`config.mk`:
```
export PLATFORM = sky130hd
export DESIGN_NAME = pulse_profile_gen
export DESIGN_NICKNAME = d
export VERILOG_FILES = /design/src/rtl/pulse_profile_gen.sv
export SDC_FILE = /design/constraint.sdc
export NUM_CORES = 1
export LEC_CHECK = 0
export ABC_AREA = 1
export CORE_ASPECT_RATIO = 0.8
export CORE_MARGIN = 4
export CORE_UTILIZATION = 60
export CTS_BUF_LIST = sky130_fd_sc_hd__clkbuf_16
export DETAILED_ROUTE_END_ITERATION = 8
export PLACE_DENSITY = 0.81
export REMOVE_ABC_BUFFERS = 1
export SYNTH_ARGS = -nofsm -noshare
export SYNTH_HDL_FRONTEND = slang
export SYNTH_SLANG_ARGS = --single-unit
```
`constraint.sdc`:
```
create_clock -name clk -period 7.1 [get_ports clk]
set_input_delay 1.42 -clock clk [delete_from_list [all_inputs] [get_ports clk]]
set_output_delay 1.42 -clock clk [all_outputs]
set_load 0.005 [all_outputs]
```
`src/rtl/pulse_profile_gen.sv`:
```
// rtl/pulse_profile_gen.sv - square-wave generator with fixed rates or a stepped profile; PULSE_PROFILE_LOOP_EN makes the profile repeat
module pulse_profile_gen #(
  parameter int HP_W       = 16,
  parameter int HP0        = 16,
  parameter int HP1        = 32,
  parameter int HP2        = 64,
  parameter int PROF_DEPTH = 8,
  parameter int SEC_W      = 8,
  parameter int SEC_CYCLES = 100000000,
  parameter int CNT_W      = 16
) (
  input  logic                          clk,
  input  logic                          rst,
  input  logic                          start,
  input  logic [1:0]                    mode,
  input  logic                          prof_we,
  input  logic [$clog2(PROF_DEPTH)-1:0] prof_addr,
  input  logic [HP_W-1:0]               prof_hp,
  input  logic [SEC_W-1:0]              prof_secs,
  output logic                          pulse,
  output logic                          tick_1hz,
  output logic [$clog2(PROF_DEPTH)-1:0] step_idx,
  output logic                          prof_done,
  output logic [CNT_W-1:0]              pulse_cnt
);

  localparam int AW = $clog2(PROF_DEPTH);
  localparam int TW = (SEC_CYCLES > 1) ? $clog2(SEC_CYCLES) : 1;

  typedef enum logic [1:0] {ST_IDLE, ST_RUN, ST_DONE} state_t;

  // profile storage, intentionally not reset
  logic [HP_W-1:0]  hp_mem_q   [PROF_DEPTH];
  logic [SEC_W-1:0] secs_mem_q [PROF_DEPTH];

  logic [TW-1:0]    tick_cnt_q, tick_cnt_d;
  logic             start_q, start_d;
  logic [HP_W-1:0]  hp_act_q, hp_act_d;
  logic [HP_W-1:0]  ph_q, ph_d;
  logic             track_q, track_d;
  logic [CNT_W-1:0] cnt_q, cnt_d;
  state_t           state_q, state_d;
  logic [AW-1:0]    step_q, step_d;
  logic [SEC_W-1:0] secs_q, secs_d;

  logic             tick;
  logic             start_rise;
  logic             prof_mode;
  logic             last_step;
  logic [AW-1:0]    nxt_idx;
  logic [SEC_W-1:0] rd0_secs, rdn_secs;
  logic [HP_W-1:0]  hp_sel;
  logic             hold, wrap;

  assign tick       = (tick_cnt_q == TW'(SEC_CYCLES - 1));
  assign start_rise = start & ~start_q;
  assign prof_mode  = (mode == 2'd3) & start;
  assign last_step  = (step_q == AW'(PROF_DEPTH - 1));
  assign nxt_idx    = last_step ? '0 : step_q + AW'(1);

  // duration reads see a same-edge write so a step load uses the new value
  assign rd0_secs = (prof_we && prof_addr == '0) ? prof_secs : secs_mem_q[0];
  assign rdn_secs = (prof_we && prof_addr == nxt_idx) ? prof_secs : secs_mem_q[nxt_idx];

  assign pulse     = track_q & start;
  assign tick_1hz  = tick;
  assign step_idx  = step_q;
  assign prof_done = (state_q == ST_DONE);
  assign pulse_cnt = cnt_q;

  // profile RAM write port
  always_ff @(posedge clk) begin
    if (prof_we && (int'(prof_addr) < PROF_DEPTH)) begin
      hp_mem_q[prof_addr]   <= prof_hp;
      secs_mem_q[prof_addr] <= prof_secs;
    end
  end

  // free-running one-second divider
  always_comb begin
    tick_cnt_d = tick ? '0 : tick_cnt_q + TW'(1);
  end

  // rate requested this cycle; profile rates are only live while stepping
  always_comb begin
    hp_sel = '0;
    case (mode)
      2'd0:    hp_sel = HP_W'(HP0);
      2'd1:    hp_sel = HP_W'(HP1);
      2'd2:    hp_sel = HP_W'(HP2);
      default: hp_sel = (state_q == ST_RUN) ? hp_mem_q[step_q] : '0;
    endcase
  end

  // period engine: rate is latched only at a half-period boundary, and the arming edge restarts the phase
  always_comb begin
    hold     = ~start | start_rise | (hp_act_q == '0);
    wrap     = ~hold & (ph_q == hp_act_q - HP_W'(1));
    hp_act_d = hp_act_q;
    ph_d     = ph_q + HP_W'(1);
    track_d  = track_q;
    if (hold) begin
      hp_act_d = hp_sel;
      ph_d     = '0;
      track_d  = 1'b0;
    end else if (wrap) begin
      hp_act_d = hp_sel;
      ph_d     = '0;
      // a wrap into a silent rate ends low so no one-cycle runt escapes
      track_d  = (hp_sel != '0) ? ~track_q : 1'b0;
    end
  end

  // rising-edge counter of pulse, cleared when start is armed, saturating
  always_comb begin
    cnt_d = cnt_q;
    if (start_rise) begin
      cnt_d = '0;
    end else if (start && track_d && !track_q && (cnt_q != '1)) begin
      cnt_d = cnt_q + CNT_W'(1);
    end
  end

  // profile step sequencer
  always_comb begin
    state_d = state_q;
    step_d  = step_q;
    secs_d  = secs_q;
    if (!prof_mode) begin
      state_d = ST_IDLE;
      step_d  = '0;
      secs_d  = '0;
    end else begin
      case (state_q)
        ST_IDLE: begin
          step_d = '0;
          if (rd0_secs == '0) begin
            state_d = ST_DONE;
          end else begin
            state_d = ST_RUN;
            secs_d  = rd0_secs;
          end
        end
        ST_RUN: begin
          if (tick) begin
            if (secs_q == SEC_W'(1)) begin
              if (last_step || rdn_secs == '0) begin
`ifdef PULSE_PROFILE_LOOP_EN
                step_d = '0;
                if (rd0_secs == '0) begin
                  state_d = ST_DONE;
                end else begin
                  secs_d = rd0_secs;
                end
`else
                state_d = ST_DONE;
`endif
              end else begin
                step_d = nxt_idx;
                secs_d = rdn_secs;
              end
            end else begin
              secs_d = secs_q - SEC_W'(1);
            end
          end
        end
        default: state_d = ST_DONE;
      endcase
    end
  end

  // state registers
  always_ff @(posedge clk or posedge rst) begin
    if (rst) begin
      tick_cnt_q <= '0;
      start_q    <= 1'b0;
      hp_act_q   <= '0;
      ph_q       <= '0;
      track_q    <= 1'b0;
      cnt_q      <= '0;
      state_q    <= ST_IDLE;
      step_q     <= '0;
      secs_q     <= '0;
    end else begin
      tick_cnt_q <= tick_cnt_d;
      start_q    <= start_d;
      hp_act_q   <= hp_act_d;
      ph_q       <= ph_d;
      track_q    <= track_d;
      cnt_q      <= cnt_d;
      state_q    <= state_d;
      step_q     <= step_d;
      secs_q     <= secs_d;
    end
  end

  assign start_d = start;

endmodule

```
==> metrics.txt <==
reg-to-reg slack, setup ~2.9 ns; Netlist cell types 46; sequential fraction of design power 0.527; cell at the root of the clock tree sky130_fd_sc_hd__clkbuf_16; weighted congestion reported at the end of routability-driven placement 0.919; floorplan die height between 100 and 150 µm; clock-pin slew on the worst setup and hold paths ~0.060 ns; I/O pin count 55; number of max-cap violations 0; Setup Viol. Count Final 0; antenna violations before repair 1; Remaining DRCs 0; Clock Skews ~0.041 ns; required time of the critical path 7.58 ns; share of synthesized flip-flops with an asynchronous set or reset 0.319; post-layout min period 4.16 ns; final hold vios 0; share of final-layout standard cells stronger than drive strength 1 0.0617; cts bufs inserted 28; fin worst setup slack just under 3 ns; standard cell with the maximum stage delay on the critical path sky130_fd_sc_hd__nand2_1; source of the critical timing path step_idx[0]; most common cell after layout, fill and taps aside sky130_fd_sc_hd__nand2_1; Critical Path, Cell by Cell buf_4 -> ha_1 -> ha_1 -> inv_2 -> nand2_1 -> nand2_1 -> nand3_1 -> nand3_1 -> nand3_1 -> nand2_1 -> inv_1 -> nand2_1 -> nor2_1 -> nand2_1 -> nand2_2 -> nand3_4 -> nand2_4 -> nand2_1 -> nand2_1; critical path endpoint category flip-flop; worst hold path type flip-flop to flip-flop; post-CTS sizing 0; post-synthesis sequential area ratio 0.575; final HPWL from detailed placement between 15000 and 20000 µm; highest-count cells in the layout ignoring fill and taps 375 x sky130_fd_sc_hd__nand2_1, 201 x sky130_fd_sc_hd__nor2_1, 192 x sky130_fd_sc_hd__edfxtp_1; number of global-route vias before repair approximately 9.8k; reg-to-reg critical path endpoint secs_q[1]; post-synthesis register bit count 282; H-tree levels 1; maximum operating frequency 0.240 GHz; antenna diode count 0; storage element area between 8000 and 9000 µm²; die area roughly 26000 µm²; Relative slew margins 0.272; DR vias/cell roughly 5.5; portion of total power attributed to combinational logic 0.074; non-filler cells, final 1927; average footprint of a synthesized cell between 9 and 10 µm²; worst hold path cell count 1; TritonCTS clock tree yes; worst hold-check slack between 0.4 and 0.5 ns; footprint of the multi-input gates between 4000 and 5000 µm²; startpoint of the worst hold path tick_cnt_q[0]; cell count after placement around 1.9k; critical path peak fanout between 40 and 50; total overflow reported by the global router 0; peak supply drop around 170 µV; startpoint types flip-flop; area of the core ~23000 µm²; power density normalized to cell area between 200 and 250 nW/µm²; fillers between 1.5k and 2k; hold_buf cts 0; maximum number of pins on one net before global-route repair 91; endpoint of the most critical setup path secs_q[1]; Placement Rows between 40 and 50; post-route cell area 15600 µm²; Clock Tree Buf Depth 3; internal cell power roughly 2.7 mW; most prevalent standard cell on the critical path sky130_fd_sc_hd__nand2_1; CP max stage delay between 0.7 and 0.8 ns; Worst Max-Slew Pin Slew roughly 1.1 ns; Final Total Pwr 3.50 mW; worst reg2reg startpoint step_idx[0]; first-pass GRT wire length ~50000 µm; effective utilization at floorplan 0.614; total length of routed wires roughly 31000 µm; Switching Fraction 0.231; RSZ-0062 raised after global routing no; detailed-router iteration count before antenna repair 6; commonest register cell after synthesis sky130_fd_sc_hd__edfxtp_1; count of input and output buffers 54; Crit Path Category flip-flop to flip-flop; summed negative setup slack over all endpoints 0 ns; EDFF count, synth 192; Area growth syn-to-layout 11.7%; Clock Sink Count 282; P_leak between 6 and 7 nW; Vias 10.7k; Clock Power Share 0.400; Final nets approximately 1.6k; data arrival time of the critical path 4.64 ns; final clock period utilization by the worst path 0.586; post-synthesis instance area between 10000 and 15000 µm²; Final Core Density 0.686; total number of yosys warnings 0; pre-CTS worst setup slack approximately 2.8 ns; depth of the most critical reg-to-reg path 19; Die X approximately 180 µm; switching power of the nets between 0.8 and 0.9 mW; Slew Viols, Final 0; status finished, final reports clean; overall routing resource usage 0.243; clock latency on the worst-skew pair around 0.57 ns; cells after synthesis 1548; Cell Area, Placed around 15000 µm²; routed length per placed instance roughly 16 µm; remaining number of nets flagged by the antenna check after routing 0; count of buffers added by post-CTS timing repair for setup 0; Starting DRT DRC Count approximately 1.2k
-- final cells by class --
cell class | instances | share of cell area
inverters | 186 | 0.0452
clock buffers | 28 | 0.0450
clock inverters | 23 | 0.0111
well taps | 306 | 0.0246
flip-flops and latches | 282 | 0.515
multi-input cells | 1035 | 0.318
repair buffers | 67 | 0.0410
-- worst min path at each step --
stage | to | slack (ns)
6_report | tick_cnt_q[0] | 0.46
3_5_place_dp | tick_cnt_q[0] | 0.46
2_1_floorplan | tick_cnt_q[0] | 0.43
4_1_cts | tick_cnt_q[0] | 0.46
5_1_grt | tick_cnt_q[0] | 0.49
3_3_place_gp | tick_cnt_q[0] | 0.45
-- logic make-up (layout without fill, tap and decap cells) --
group / after synthesis / after routing / synth area share
AND/OR/NAND/NOR: 839 / 839 / 0.263
flip-flops: 282 / 282 / 0.575
buffers and inverters: 231 / 304 / 0.0711
AO/OA/AOI/OAI: 143 / 143 / 0.0553
XOR/XNOR: 44 / 44 / 0.0277
adder cells (fa/ha/maj): 9 / 9 / 0.00808
-- registers in the layout, summed over array words and instances, names as in the netlist, 2 cells and up --
signal	count
hp_mem_q	128
secs_mem_q	64
tick_cnt_q	27
hp_act_q	16
ph_q	16
pulse_cnt	16
secs_q	8
step_idx	3
state_q	2
-- worst max-delay path, delay by kind of cell, from the launching register on --
family	cells	cell delay, ns
adders and majority gates	2	0.56
buffers and inverters	3	0.69
DFF	1	0.73
and+or+nand+nor	14	2.06
-- layer usage --
layer,GRT usage,part of all wire
met5,0,0.00042
met2,0.376,0.45
met1,0.370,0.45
met3,0.0369,0.082
met4,0.0525,0.018
-- synth_stat cells (6+ instances only) --
| library cell | number | area share |
|---|---|---|
| sky130_fd_sc_hd__edfxtp_1 | 192 | 0.41 |
| sky130_fd_sc_hd__nor3_1 | 18 | 0.0065 |
| sky130_fd_sc_hd__buf_6 | 8 | 0.0065 |
| sky130_fd_sc_hd__dfrtp_1 | 90 | 0.16 |
| sky130_fd_sc_hd__nand2_1 | 375 | 0.10 |
| sky130_fd_sc_hd__xor2_1 | 32 | 0.020 |
| sky130_fd_sc_hd__inv_2 | 10 | 0.0027 |
| sky130_fd_sc_hd__o21ai_0 | 71 | 0.025 |
| sky130_fd_sc_hd__nor4_1 | 17 | 0.0076 |
| sky130_fd_sc_hd__o21ai_1 | 22 | 0.0079 |
| sky130_fd_sc_hd__nand3_1 | 158 | 0.057 |
| sky130_fd_sc_hd__o211ai_1 | 10 | 0.0054 |
| sky130_fd_sc_hd__buf_4 | 11 | 0.0059 |
| sky130_fd_sc_hd__buf_2 | 15 | 0.0054 |
| sky130_fd_sc_hd__ha_1 | 9 | 0.0081 |
| sky130_fd_sc_hd__xnor2_1 | 12 | 0.0075 |
| sky130_fd_sc_hd__nand4_1 | 20 | 0.0090 |
| sky130_fd_sc_hd__clkbuf_1 | 9 | 0.0024 |
| sky130_fd_sc_hd__a21oi_1 | 28 | 0.010 |
| sky130_fd_sc_hd__nand3b_1 | 6 | 0.0032 |
| sky130_fd_sc_hd__nor2_2 | 12 | 0.0054 |
| sky130_fd_sc_hd__inv_1 | 171 | 0.046 |
| sky130_fd_sc_hd__nor2_1 | 207 | 0.056 |
-- power by group through the flow --
stage                     Sequential (mW)  Combinational (mW)  Clock (mW)
after detailed placement             1.88               0.255           0
after global placement               1.87               0.248           0
after floorplan                      1.87               0.157           0
after CTS                            1.84               0.257        1.42
final                                1.84               0.258        1.40
after global routing                 1.85               0.292        1.50
Note: power is estimated with default switching activity, not from simulation.
